`config.mk`:
```
export PLATFORM = sky130hd
export DESIGN_NAME = masked_parallel_hpc3_array
export DESIGN_NICKNAME = d
export VERILOG_FILES = /design/src/rtl/masked_parallel_hpc3_array.sv
export SDC_FILE = /design/constraint.sdc
export NUM_CORES = 1
export LEC_CHECK = 0
export ABC_CLOCK_PERIOD_IN_PS = 7400
export CAP_MARGIN = 20
export CORE_MARGIN = 1.5
export CORE_UTILIZATION = 60
export DETAILED_ROUTE_END_ITERATION = 12
export HOLD_SLACK_MARGIN = 0.15
export PLACE_DENSITY = 0.95
export SLEW_MARGIN = 15
export SYNTH_ARGS = -nofsm -noshare
export SYNTH_HDL_FRONTEND = slang
export SYNTH_SLANG_ARGS = --single-unit
```
`constraint.sdc`:
```
create_clock -name in_clock -period 7.4 [get_ports in_clock]
set_clock_uncertainty 0.2 [all_clocks]
set_input_delay 1.11 -clock in_clock [delete_from_list [all_inputs] [get_ports in_clock]]
set_output_delay 1.11 -clock in_clock [all_outputs]
set_load 0.01 [all_outputs]
```
`src/rtl/masked_parallel_hpc3_array.sv`:
```
//------------------------------------------------------------------------------
// Module   : masked_parallel_hpc3_array
// Brief    : N-channel first-order HPC3 masked GF(2^BIT_WIDTH) multiplier array;
//            shared operand A times per-channel B, with valid/mask pipeline and
//            a saturating output beat counter. Optional macro
//            MASKED_PAR_SHARED_R_EN feeds one r vector to every channel.
// Revision : 1.0 - initial release
//------------------------------------------------------------------------------
`default_nettype none

module masked_parallel_hpc3_array #(
    parameter int NUM_SHARES   = 2,
    parameter int BIT_WIDTH    = 4,   // 1..8; field polynomial chosen below
    parameter int NUM_CHANNELS = 3,
    parameter int COUNT_WIDTH  = 16
) (
    input  logic                                          in_clock,
    input  logic                                          in_reset,
    input  logic                                          in_valid_t0,
    input  logic [NUM_CHANNELS-1:0]                       in_mask_t0,
    input  logic [NUM_CHANNELS*NUM_SHARES*BIT_WIDTH-1:0]  in_b_t0,
    input  logic [NUM_SHARES*BIT_WIDTH-1:0]               in_a_t1,
`ifdef MASKED_PAR_SHARED_R_EN
    input  logic [NUM_SHARES*(NUM_SHARES-1)/2*BIT_WIDTH-1:0]              in_r,
`else
    input  logic [NUM_CHANNELS*NUM_SHARES*(NUM_SHARES-1)/2*BIT_WIDTH-1:0] in_r,
`endif
    input  logic [NUM_CHANNELS*NUM_SHARES*(NUM_SHARES-1)/2*BIT_WIDTH-1:0] in_p,
    output logic                                          out_valid_t2,
    output logic [NUM_CHANNELS-1:0]                       out_mask_t2,
    output logic [NUM_CHANNELS*NUM_SHARES*BIT_WIDTH-1:0]  out_c_t2,
    output logic [COUNT_WIDTH-1:0]                        out_count
);

    localparam int c_num_quad  = NUM_SHARES * (NUM_SHARES - 1) / 2;
    localparam int c_share_w   = NUM_SHARES * BIT_WIDTH;
    localparam int c_rand_w    = c_num_quad * BIT_WIDTH;
    // Low-order terms of x^BIT_WIDTH for an irreducible trinomial/pentanomial
    localparam logic [7:0] c_poly_all = (BIT_WIDTH == 8) ? 8'h1B :
                                        (BIT_WIDTH == 5) ? 8'h05 : 8'h03;
    localparam logic [BIT_WIDTH-1:0] c_poly = c_poly_all[BIT_WIDTH-1:0];
    localparam logic [COUNT_WIDTH-1:0] c_count_one = {{(COUNT_WIDTH-1){1'b0}}, 1'b1};

    function automatic logic [BIT_WIDTH-1:0] gf_mul(input logic [BIT_WIDTH-1:0] a,
                                                    input logic [BIT_WIDTH-1:0] b);
        logic [BIT_WIDTH-1:0] acc;
        acc = '0;
        for (int i = BIT_WIDTH - 1; i >= 0; i--) begin
            acc = acc[BIT_WIDTH-1] ? ((acc << 1) ^ c_poly) : (acc << 1);
            if (b[i]) acc = acc ^ a;
        end
        return acc;
    endfunction

    // Index of the unordered share pair {i,j} into the r/p slices
    function automatic int pidx(input int i, input int j);
        int lo, hi;
        lo = (i < j) ? i : j;
        hi = (i < j) ? j : i;
        return lo * NUM_SHARES - (lo * (lo + 1)) / 2 + (hi - lo - 1);
    endfunction

    logic                    r_valid_t1;
    logic [NUM_CHANNELS-1:0] r_mask_t1;
    logic                    r_out_valid;
    logic [NUM_CHANNELS-1:0] r_out_mask;
    logic [COUNT_WIDTH-1:0]  r_count;

    always_ff @(posedge in_clock or posedge in_reset) begin
        if (in_reset) begin
            r_valid_t1  <= 1'b0;
            r_mask_t1   <= '0;
            r_out_valid <= 1'b0;
            r_out_mask  <= '0;
            r_count     <= '0;
        end else begin
            r_valid_t1  <= in_valid_t0;
            r_out_valid <= r_valid_t1;
            if (in_valid_t0) r_mask_t1  <= in_mask_t0;
            if (r_valid_t1)  r_out_mask <= r_mask_t1;
            // Counter tracks beats up to and including the one now on the outputs
            if (r_valid_t1 && (r_count != '1)) r_count <= r_count + c_count_one;
        end
    end

    assign out_valid_t2 = r_out_valid;
    assign out_mask_t2  = r_out_mask;
    assign out_count    = r_count;

    generate
        for (genvar k = 0; k < NUM_CHANNELS; k++) begin : g_ch
            logic [c_share_w-1:0] r_b;
            logic [BIT_WIDTH-1:0] r_u [NUM_SHARES][NUM_SHARES];
            logic [BIT_WIDTH-1:0] r_v [NUM_SHARES][NUM_SHARES];
            logic [c_rand_w-1:0]  w_r;
            logic [c_rand_w-1:0]  w_p;
            logic [c_share_w-1:0] w_c;

`ifdef MASKED_PAR_SHARED_R_EN
            assign w_r = in_r;
`else
            assign w_r = in_r[k*c_rand_w +: c_rand_w];
`endif
            assign w_p = in_p[k*c_rand_w +: c_rand_w];

            always_ff @(posedge in_clock or posedge in_reset) begin
                if (in_reset) begin
                    r_b <= '0;
                end else if (in_valid_t0 && in_mask_t0[k]) begin
                    r_b <= in_b_t0[k*c_share_w +: c_share_w];
                end
            end

            // Cross terms: u = a_i*(b_j^r), v = a_i*r ^ p; u^v = a_i*b_j ^ p, p cancels pairwise
            always_ff @(posedge in_clock or posedge in_reset) begin
                if (in_reset) begin
                    for (int i = 0; i < NUM_SHARES; i++) begin
                        for (int j = 0; j < NUM_SHARES; j++) begin
                            r_u[i][j] <= '0;
                            r_v[i][j] <= '0;
                        end
                    end
                end else if (r_valid_t1 && r_mask_t1[k]) begin
                    for (int i = 0; i < NUM_SHARES; i++) begin
                        for (int j = 0; j < NUM_SHARES; j++) begin
                            if (i == j) begin
                                r_u[i][j] <= gf_mul(in_a_t1[i*BIT_WIDTH +: BIT_WIDTH],
                                                    r_b[j*BIT_WIDTH +: BIT_WIDTH]);
                                r_v[i][j] <= '0;
                            end else begin
                                r_u[i][j] <= gf_mul(in_a_t1[i*BIT_WIDTH +: BIT_WIDTH],
                                                    r_b[j*BIT_WIDTH +: BIT_WIDTH] ^
                                                    w_r[pidx(i, j)*BIT_WIDTH +: BIT_WIDTH]);
                                r_v[i][j] <= gf_mul(in_a_t1[i*BIT_WIDTH +: BIT_WIDTH],
                                                    w_r[pidx(i, j)*BIT_WIDTH +: BIT_WIDTH]) ^
                                             w_p[pidx(i, j)*BIT_WIDTH +: BIT_WIDTH];
                            end
                        end
                    end
                end
            end

            always_comb begin
                w_c = '0;
                for (int i = 0; i < NUM_SHARES; i++) begin
                    for (int j = 0; j < NUM_SHARES; j++) begin
                        w_c[i*BIT_WIDTH +: BIT_WIDTH] = w_c[i*BIT_WIDTH +: BIT_WIDTH] ^
                                                        r_u[i][j] ^ r_v[i][j];
                    end
                end
                if (!r_out_mask[k]) w_c = '0;
            end

            assign out_c_t2[k*c_share_w +: c_share_w] = w_c;
        end
    endgenerate

endmodule

`default_nettype wire

```
* Yosys cells after proc, flatten, opt, wreduce, memory -nomap -nowiden
Cells that the tools add are included.
Storage, ports and cells: flip-flop bits (word level) 120, input port bits 62, output and inout bits 44
Operators by class: add/subtract/negate cells 1, reduce and logical (&&, ||, !) cells 7, bitwise logic cells 132, muxes and demuxes 189, eq/ne operators 1
Operator list (number):
- $mux 4 | 132
- $xor 4x4->4 | 78
- $mux 2 | 54
- $not 2->2 | 54
- $mux 8 | 3
- $add 16x1->16 const B | 1
- $ne 16x16->1 const B | 1
- $logic_and 1x1->1 | 7

* Logic depth before layout (Yosys ltp)
Gate-level depths: netlist of the first run.
word-level depth 18, gate-level depth with buffers 8

* Least setup slack after synthesis of the first run
Ideal clock, no wire load.
kind input to register, start in in_r[11], end reg g_ch[2].r_u[5] (netlist name), data required time 7071 ps, path slack 4637 ps, setup time 129 ps, arrival time 2434 ps, stages on the path 6, cell sequence buf_4 xor2_1 nand2_1 xnor3_2 xnor3_1 o21ai_1
On the way: cells in the longest elaborated chain, start to end 14
Ends and longest elaborated chain:
- start, declared | line 26 | input logic [NUM_CHANNELS*NUM_SHARES*(NUM_SHARES-1)/2*BIT_WIDTH-1:0] in_r,
- $xor 4x4->4 * | line 132 | r_b[j*BIT_WIDTH +: BIT_WIDTH] ^
- $mux 4 * | line 50 | if (b[i]) acc = acc ^ a;
- $mux 4 * | line 123 | end else if (r_valid_t1 && r_mask_t1[k]) begin
- $xor 4x4->4 | line 50
- $mux 4 * | line 50
- $mux 4 * | line 123
- $mux 2 | line 49 | acc = acc[BIT_WIDTH-1] ? ((acc << 1) ^ c_poly) : (acc << 1);
- $xor 4x4->4 | line 50
- $mux 4 * | line 50
- $mux 4 * | line 123
- $not 2->2 (no line)
- $mux 2 * | line 49
- $xor 4x4->4 | line 50
- $mux 4 * | line 50
- end signal, assigned by index | line 127 | r_u[i][j] <= gf_mul(in_a_t1[i*BIT_WIDTH +: BIT_WIDTH],
- end signal, assigned by index | line 131 | r_u[i][j] <= gf_mul(in_a_t1[i*BIT_WIDTH +: BIT_WIDTH],
- end, declared | line 93 | logic [BIT_WIDTH-1:0] r_u [NUM_SHARES][NUM_SHARES];
Every way passes the cells marked *; elsewhere a longest branch is shown, timed or not. The select of a mux whose other input is x is not followed. A chain may end at the register's enable or synchronous reset.

* Worst setup path in the final report of the first run
start in in_a_t1[6], end reg g_ch[0].r_u[6] (netlist name)
On the way: cells in the longest elaborated chain, start to end 11
Ends and longest elaborated chain:
- start, declared | line 22 | input logic [NUM_SHARES*BIT_WIDTH-1:0] in_a_t1,
- $mux 4 | line 50
- $mux 4 | line 123
- $xor 4x4->4 | line 50
- $mux 4 | line 50
- $mux 4 | line 123
- $mux 2 | line 49
- $xor 4x4->4 | line 50
- $mux 4 | line 50
- $mux 4 | line 123
- $xor 4x4->4 | line 50
- $mux 4 * | line 50
- end signal, assigned by index | line 127
- end signal, assigned by index | line 131
- end, declared | line 93
Marked as above.

==> flow_summary.toml, run 1 <==
[yosys]
synth_cell_types = 43
synth_top_area_share_pct = 32.60
postSynthRegisterBits = 120
post-synth-top-count-cell = "nand2_1"
synth_flop_cell = "dfrtp_1"
yosys_warnings = 0
synthSimpleGateAreaFrac_pct = 17.72
ys_seq_area_share_pct = 32.60
synthArstFlopShare_pct = 100.0
synth-edff-count = 0
synth.area.top_cells = "dfrtp_1 (33%), xnor2_1 (18%), nand2_1 (15%)"
synth_common_cells = "nand2_1 (357), xnor2_1 (190), dfrtp_1 (120), xor2_1 (120), o21ai_0 (72)"
synth_fp_nets = 1140
syn-instance-count = 1077
syn_area_sq_mm = 0.009213
synth_compound_area_share_pct = 5.528
synth_top_area_cell = "dfrtp_1"
synth_fa_ha_area_share_pct = 0.1358
synthXorXnorAreaFrac_pct = 35.94
synth_top_family_by_area = "XOR/XNOR gates"
synth.mux.area_fraction_pct = 3.708
avgSynthCellArea_sq_um = 8.554

[clock_network]
post_cts_resized = 0
clk-insertion-delay-late_ns = 0.42
clkTransAtPathRegs_ns = 0.05
h-tree-depth = 4
root_buffer = "clkbuf_16"
cts_setup_buffers = 0
cts_buffers = 17
cts_hold_buf = 0
clock-sinks = 120
cts_tree = "done"
clk_path_buf_depth = 2

[place]
dp_hpwl_microns = 14680
dp_slack_ns = 3.404
routabilityCongestion = 0.8305
port_buffers = 105

[routing]
dr_total_vias = 7531
wire_per_inst_microns = 16.14
drc = 0
vias_per_cell = 5.591
ant_nets = 0
finalWirelength_microns = 21740
first_iter_violations = 689
dr.pass1.iters = 5

[layout]
final_nets = 1210
drive_above_1_share_pct = 7.075
nFillCells = 1078
num_antenna_cells = 0
area_growth_pct = 17.70

[run]
cap_viol_max_count = 0

[status]
run_status = "completed"

[global_route]
grt_pass1_wl_microns = 35520
grt_pass1_vias = 7526
overflow = 0
antenna_found_initial = 0
grt_usage_pct = 28.18
grt_max_degree = 89

[critical_path]
worstPathCellList = "clkdlybuf4s50_1, buf_4, xor2_1, a21oi_1, a311o_1, or4_1, nand3_1"
r2r-start = "r_valid_t1"
critPathLaunchType = "primary input"
critical_path.max_stage_delay_ns = 0.87
crit_path_max_fanout = 28
worst_ep_required_time_ns = 7.55
worst-setup-path-type = "primary input to register"
cp_slowest_cell = "clkdlybuf4s50_1"
worstSetupStartpoint = "in_a_t1[6]"
endpoint_kind = "register"
crit_arrival_ns = 3.71

[floorplan]
die_y_microns = 126.9
placementRows = 45
core_area_sq_mm = 0.01509
dieArea_sq_mm = 0.01611
dieWidth_microns = 126.9
io_pins = 106
initial_core_util_pct = 61.05

[timing]
min_period_ns = 3.561
fin_setup_tns_ns = 0
relSlewSlack_pct = 44.19
period_share_pct = 48.12
finalHoldViolations = 0
whs_ns = 0.2884
slew_violations = 0
setup_viol = 0
max_freq_ghz = 0.2808
rsz0062_at_grt = "no"
finalWorstSetupSlack_ns = 3.839
tightest_slew_ns = 0.8372

[power_and_ir_drop]
p_leak_nw = 4.746
ir_drop_mv = 0.1952
power_density_mw_per_mm2 = 298.2

[min_path]
holdCritStartpoint = "out_count[15]"
worstHoldPathType = "register to register"
==> layout make-up <==
type / count / area [sq um] / share of cell area [%]
tap: 188 / 235.2 / 2.169
timing repair buffer: 117 / 1152 / 10.63
sequential: 120 / 3003 / 27.69
clock inverter: 8 / 120.1 / 1.108
multi-input combinational: 879 / 5807 / 53.55
clock buffer: 23 / 478.0 / 4.408
inverter: 12 / 47.55 / 0.4385
==> worst paths after layout <==
check / slack (ns) / depth (start not counted) / to
max in group asynchronous: 4.99 / 3 / g_ch[2].r_b[5]
worst min-delay path: 0.29 / 1 / out_count[15]
worst min register to register: 0.29 / 1 / out_count[15]
min in group asynchronous: 0.85 / 2 / r_valid_t1
worst max register to register: 4.98 / 3 / g_ch[2].r_u[2]
worst max-delay path: 3.84 / 7 / g_ch[0].r_u[6]
==> cell usage in the layout (no fill, tap or decap), drive strengths merged, types with 2 or more instances in the layout <==
cell type,Yosys,routed
mux2i,6,6
nand3,6,6
o22ai,3,3
mux2,25,25
clkinv,3,6
and2,2,2
bufinv,0,3
and4,4,4
o22a,2,2
clkdlybuf4s50,0,105
a21oi,4,4
nand2,357,357
clkbuf,30,23
clkinvlp,0,2
xnor3,18,18
xnor2,192,192
buf,36,12
xor2,128,128
and3,6,6
nand4,4,4
nor2,30,30
dfrtp,120,120
inv,9,9
o21ai,78,78
nand2b,2,2
==> stage by stage <==
step                      util, %  instances  area, sq um  power [mW]
after global routing        71.86       1347        10840       3.428
after detailed placement    67.77       1315        10230       2.384
after global placement      67.77       1315        10230       2.327
after CTS                   71.73       1346        10820       3.244
after floorplan                 -       1077         9213       1.985
final                       71.86       1347        10840       3.234
==> per-layer routing <==
| metal | vias up | wire length (microns) | GRT usage, % |
|---|---|---|---|
| met4 | 0 | 755 | 13.90 |
| met1 | 3636 | 8469 | 32.05 |
| met5 | - | 0 | 0 |
| met3 | 70 | 1447 | 7.086 |
| li1 | 3516 | - | - |
| met2 | 309 | 11070 | 49.39 |
==> worst max-delay path: cells and delay by family <==
family / cells / cell delay (ns)
AO/OA/AOI/OAI: 2 / 0.42
XOR/XNOR: 1 / 0.30
buffers and inverters: 2 / 1.29
AND/OR/NAND/NOR: 2 / 0.58
==> where the power goes <==
| group | switching (mW) | total [mW] | internal [mW] |
|---|---|---|---|
| registers | 0.195 | 1.05 | 0.850 |
| logic | 0.631 | 1.34 | 0.713 |
| clock network | 0.293 | 0.844 | 0.552 |
| total | 1.12 | 3.23 | 2.12 |
==> cells by family after synthesis <==
| family | count (synthesis) |
|---|---|
| AO/OA/AOI/OAI | 94 |
| AND/OR/NAND/NOR | 415 |
| XOR/XNOR | 338 |
| adder cells (fa/ha/maj) | 1 |
| multiplexers | 31 |
| flip-flops | 120 |
| buffers and inverters | 78 |
==> sequential cells by signal, summed over array words and instances, names as in the netlist <==
signal and flops:
g_ch.r_b 24, g_ch.r_u 48, g_ch.r_v 24, out_count 16
out_mask_t2 3, out_valid_t2 1, r_mask_t1 3, r_valid_t1 1
Power figures use the tool's default switching activity.
==> run 2: changes to the inputs <==
--- a/config.mk
+++ b/config.mk
@@ -5,13 +5,13 @@
 export SDC_FILE = /design/constraint.sdc
 export NUM_CORES = 1
 export LEC_CHECK = 0
-export ABC_CLOCK_PERIOD_IN_PS = 7400
+export ABC_CLOCK_PERIOD_IN_PS = 3300
 export CAP_MARGIN = 20
 export CORE_MARGIN = 1.5
-export CORE_UTILIZATION = 60
+export CORE_UTILIZATION = 58
 export DETAILED_ROUTE_END_ITERATION = 12
 export HOLD_SLACK_MARGIN = 0.15
-export PLACE_DENSITY = 0.95
+export PLACE_DENSITY = 0.93
 export SLEW_MARGIN = 15
 export SYNTH_ARGS = -nofsm -noshare
 export SYNTH_HDL_FRONTEND = slang
==> constraint.sdc (replaced) <==
create_clock -name in_clock -period 3.3 [get_ports in_clock]
set_clock_uncertainty 0.2 [all_clocks]
set_input_delay 0.495 -clock in_clock [delete_from_list [all_inputs] [get_ports in_clock]]
set_output_delay 0.495 -clock in_clock [all_outputs]
set_load 0.01 [all_outputs]
==> flow_summary.toml, run 2 (synthesized netlist as in run 1, its figures left out) <==
[layout]
num_antenna_cells = 0
layout_common_cells = "nand2_1 (357), xnor2_1 (190), xor2_1 (120), dfrtp_1 (120), clkdlybuf4s50_1 (105)"
final_nets = 1233
largest_reg_flops = 48
finalInstanceArea_sq_mm = 0.01107
area_growth_pct = 20.13
drive_above_1_share_pct = 9.214
regMostFlops = "g_ch.r_u"
layout_commonest_cell = "nand2_1"
final_cell_count_no_fill = 1394
largest_registers = "g_ch.r_u (48), g_ch.r_b (24), g_ch.r_v (24)"

[floorplan]
dieArea_sq_mm = 0.01665
io_pins = 106
placementRows = 45
core_area_sq_mm = 0.01537
initial_core_util_pct = 59.93
die_y_microns = 129.0
dieWidth_microns = 129.0

[global_route]
grt_busiest_layer = "met2"
use_met3_pct = 6.317
grt_pass1_vias = 7595
grt_pass1_wl_microns = 36940
grt_usage_pct = 28.78
overflow = 0
antenna_found_initial = 0
grt_max_degree = 56
grtUsageMet2_pct = 49.32
use_met1_pct = 33.04

[power_and_ir_drop]
seq_power_share_pct = 32.5
swShare_pct = 35.70
ir_drop_mv = 0.4478
power_density_mw_per_mm2 = 649.0
power_frac_clock_pct = 24.6
p_int_mw = 4.618
p_comb_share_pct = 42.9
p_leak_nw = 4.852
p_sw_mw = 2.564
design_power_total_mw = 7.182

[place]
port_buffers = 105
routabilityCongestion = 0.8913
dp_hpwl_microns = 16020
dp.cells = 1362
place_area_sq_mm = 0.01050

[timing]
slew_violations = 0
max_freq_ghz = 0.3901
setup_viol = 0
finalHoldViolations = 0
rsz0062_at_grt = "no"
period_share_pct = 77.69
tightest_slew_ns = 0.6973
relSlewSlack_pct = 53.37
min_period_ns = 2.564
fin_setup_tns_ns = 0

[critical_path]
crit_arrival_ns = 2.72
critPathLaunchType = "primary input"
endpoint_kind = "register"
crit_path_max_fanout = 13
cp_slowest_cell = "clkdlybuf4s50_1"
cp_num_buf_inv = 2
critPathTopFamily = "buffers and inverters"
worst_ep_required_time_ns = 3.46
worst-setup-path-type = "primary input to register"
worstPathCellList = "clkdlybuf4s50_1, buf_4, nand2_1, xor2_1, xnor2_1, xnor3_1, o21ai_0"
critical_path.max_stage_delay_ns = 0.92

[clock_network]
clk-insertion-delay-late_ns = 0.43
post_cts_resized = 0
clkTransAtPathRegs_ns = 0.06
cts_tree = "done"
cts_buffers = 17
clk_path_buf_depth = 2
root_buffer = "clkbuf_16"
cts_setup_buffers = 0
clock-sinks = 120
h-tree-depth = 4
cts_hold_buf = 0

[min_path]
worstHoldPathType = "register to register"

[routing]
wire_per_inst_microns = 16.38
finalWirelength_microns = 22830
dr.pass1.iters = 5
dr_total_vias = 7725
vias_per_cell = 5.542
first_iter_violations = 747
ant_nets = 0
drc = 0

[run]
cap_viol_max_count = 0

[status]
run_status = "completed"
run 2: power by group through the flow:
| stage | Sequential (mW) | Clock [mW] | Combinational [mW] |
|---|---|---|---|
| after floorplan | 2.24 | 0 | 2.22 |
| after global routing | 2.39 | 1.86 | 3.36 |
| after CTS | 2.33 | 1.78 | 3.10 |
| after global placement | 2.32 | 0 | 2.95 |
| after detailed placement | 2.35 | 0 | 3.05 |
| final | 2.33 | 1.77 | 3.08 |
run 2: worst reg2reg max path, stage by stage, from the launching register on:
cell and delay, ns:
dfrtp_1 0.63, xor2_4 0.30, nand2_1 0.11, xnor3_1 0.44, xnor3_1 0.42, o21ai_1 0.14
run 2: path summary, 6_finish.rpt:
path,start,endpoint,slack (ns),depth (start not counted)
min reg2reg,out_count[15],out_count[15],0.29,1
max reg2reg,g_ch[0].r_b[6],g_ch[0].r_u[9],0.99,5
min,out_count[15],out_count[15],0.29,1
min in group asynchronous,in_reset,g_ch[2].r_v[6],0.31,2
max in group asynchronous,in_reset,g_ch[2].r_b[5],1.91,3
max,in_a_t1[7],g_ch[1].r_v[5],0.74,7
run 2: stage by stage:
step                      worst slack (ns)  hold slack, ns  utilization [%]
final                               0.7363          0.2880            72.00
after global routing                0.6470          0.3160            72.00
after CTS                           0.7485          0.2966            72.00
after detailed placement            0.3887          0.2836            68.30
after global placement              0.5466          0.2796            68.30
after floorplan                      1.136          0.1519                -
run 2: final cells by class:
class                   instances  area, sq um
repair buffers                140         1376
flip-flops and latches        120         3003
fillers                      1076         4304
multi-input cells             879         5807
clock buffers                  20        466.7
clock inverters                12        101.3
well taps                     211        264.0
inverters                      12        48.80
run 2: metal layers:
metal	vias to the layer above	wire [microns]
met5	-	0
met4	0	1108
met3	101	1491
met2	346	11490
met1	3715	8743
li1	3563	-
==> run 3: changes to the inputs <==
--- a/config.mk
+++ b/config.mk
@@ -5,13 +5,13 @@
 export SDC_FILE = /design/constraint.sdc
 export NUM_CORES = 1
 export LEC_CHECK = 0
-export ABC_CLOCK_PERIOD_IN_PS = 3300
+export ABC_CLOCK_PERIOD_IN_PS = 2250
 export CAP_MARGIN = 20
 export CORE_MARGIN = 1.5
-export CORE_UTILIZATION = 58
+export CORE_UTILIZATION = 52
 export DETAILED_ROUTE_END_ITERATION = 12
 export HOLD_SLACK_MARGIN = 0.15
-export PLACE_DENSITY = 0.93
+export PLACE_DENSITY = 0.89
 export SLEW_MARGIN = 15
 export SYNTH_ARGS = -nofsm -noshare
 export SYNTH_HDL_FRONTEND = slang
==> constraint.sdc (replaced) <==
create_clock -name in_clock -period 2.25 [get_ports in_clock]
set_clock_uncertainty 0.2 [all_clocks]
set_input_delay 0.3375 -clock in_clock [delete_from_list [all_inputs] [get_ports in_clock]]
set_output_delay 0.3375 -clock in_clock [all_outputs]
set_load 0.01 [all_outputs]
==> flow_summary.toml, run 3 (synthesized netlist as in run 1, its figures left out) <==
[timing]
min_period_ns = 2.125
period_share_pct = 94.45
max_freq_ghz = 0.4706
setup_viol = 0
finalWorstSetupSlack_ns = 0.1249
rsz0062_at_grt = "no"
fin_setup_tns_ns = 0
relSlewSlack_pct = 69.54
finalHoldViolations = 0
slew_violations = 0
tightest_slew_ns = 0.4569

[global_route]
grt_usage_pct = 27.46
grt_pass1_vias = 8080
grt_max_degree = 84
grt_pass1_wl_microns = 39140
antenna_found_initial = 0
overflow = 0

[routing]
drc = 0
first_iter_violations = 719
dr.pass1.iters = 5
vias_per_cell = 5.368
dr_total_vias = 8030
ant_nets = 0
finalWirelength_microns = 24110
wire_per_inst_microns = 16.11

[layout]
num_antenna_cells = 0
largest_registers = "g_ch.r_u (48), g_ch.r_b (24), g_ch.r_v (24)"
largest_reg_flops = 48
final_cell_count_no_fill = 1496
final_nets = 1321
area_growth_pct = 28.75
regMostFlops = "g_ch.r_u"
layout_common_cells = "nand2_1 (357), xnor2_1 (189), dfrtp_1 (120), xor2_1 (113), buf_4 (113)"
layout_commonest_cell = "nand2_1"
nFillCells = 1242
drive_above_1_share_pct = 16.13

[clock_network]
clk-insertion-delay-late_ns = 0.43
root_buffer = "clkbuf_16"
cts_setup_buffers = 0
clock-sinks = 120
cts_tree = "done"
cts_buffers = 17
cts_hold_buf = 0
clk_path_buf_depth = 2
clkTransAtPathRegs_ns = 0.06
h-tree-depth = 4

[place]
dp_hpwl_microns = 17190
dp_slack_ns = -0.3396
port_buffers = 105
dp.cells = 1464
routabilityCongestion = 0.9483

[run]
cap_viol_max_count = 0

[min_path]
worstHoldPathType = "primary input to async pin"

[floorplan]
dieArea_sq_mm = 0.01852
core_area_sq_mm = 0.01730
initial_core_util_pct = 53.26
placementRows = 48
dieWidth_microns = 136.1
die_y_microns = 136.1
io_pins = 106

[critical_path]
r2r-end = "out_count[1]"
critPathLaunchType = "register"
crit_path_max_fanout = 2
worst_ep_required_time_ns = 1.71
r2r-start = "out_count[0]"
ff2ff_path_depth = 5
worst-setup-path-type = "register to output port"
endpoint_kind = "output port"
crit_arrival_ns = 1.59
ff2ff_setup_slack_ns = 0.16

[power_and_ir_drop]
power_density_mw_per_mm2 = 927.0
design_power_total_mw = 11.00
p_leak_nw = 5.411
ir_drop_mv = 0.6729

[status]
run_status = "completed"
run 3: power breakdown:
group / leakage (nW) / switching, mW / internal, mW
logic: 3.65 / 2.21 / 2.54
registers: 1.48 / 0.658 / 2.79
clock network: 0.282 / 1.14 / 1.65
run 3: timing repair:
action | in CTS | in global routing
endpoints found under the setup margin | 24 | 1
pin swaps | 4 | 0
resized for setup | 31 | 1
run 3: cell type report:
class | instances | area, sq um | share of cell area [%]
Clock buffer | 17 | 425.4 | 3.586
Clock inverter | 15 | 166.4 | 1.403
Inverter | 12 | 48.80 | 0.4114
Multi-Input combinational cell | 879 | 5867 | 49.46
Sequential cell | 120 | 3003 | 25.32
Tap cell | 225 | 281.5 | 2.373
Timing Repair Buffer | 228 | 2069 | 17.45
run 3: routing by layer:
metal  share of wire [%]  vias up  GRT usage (%)  wire length [microns]
met1                  39     3880          32.27                   9284
li1                    -     3726              -                      -
met5                   0        -              0                      0
met3                 6.8       79          4.996                   1651
met4                 3.4        0          13.48                    820
met2                  51      345          48.12                  12350
run 3: metrics by stage:
step | hold WS [ns] | utilization (%) | instance area, sq um
floorplan | 0.1519 | - | 9216
global placement | 0.2787 | 64.98 | 11240
detailed placement | 0.2771 | 64.98 | 11240
CTS | 0.2039 | 68.53 | 11850
global route | 0.2399 | 68.58 | 11860
finish | 0.1827 | 68.58 | 11860
run 3: worst max-delay path by stage:
| stage | startpoint | depth (start not counted) | endpoint | slack (ns) |
|---|---|---|---|---|
| global route | out_count[0] | 5 | out_count[1] | 0.05 |
| detailed placement | in_r[3] | 8 | g_ch[0].r_v[9] | -0.34 |
| floorplan | in_reset | 1 | g_ch[0].r_b[0] | 0.24 |
| finish | g_ch[2].r_u[11] | 4 | out_c_t2[19] | 0.12 |
| CTS | in_r[3] | 8 | g_ch[0].r_v[9] | 0.10 |
| global placement | in_r[1] | 6 | g_ch[0].r_u[5] | -0.17 |
run 3: critical path, cell delays in order (launching register included):
cell and delay, ns:
dfrtp_1 0.41, xor2_2 0.25, xnor2_1 0.16, nor2_1 0.05, dlygate4sd2_1 0.28
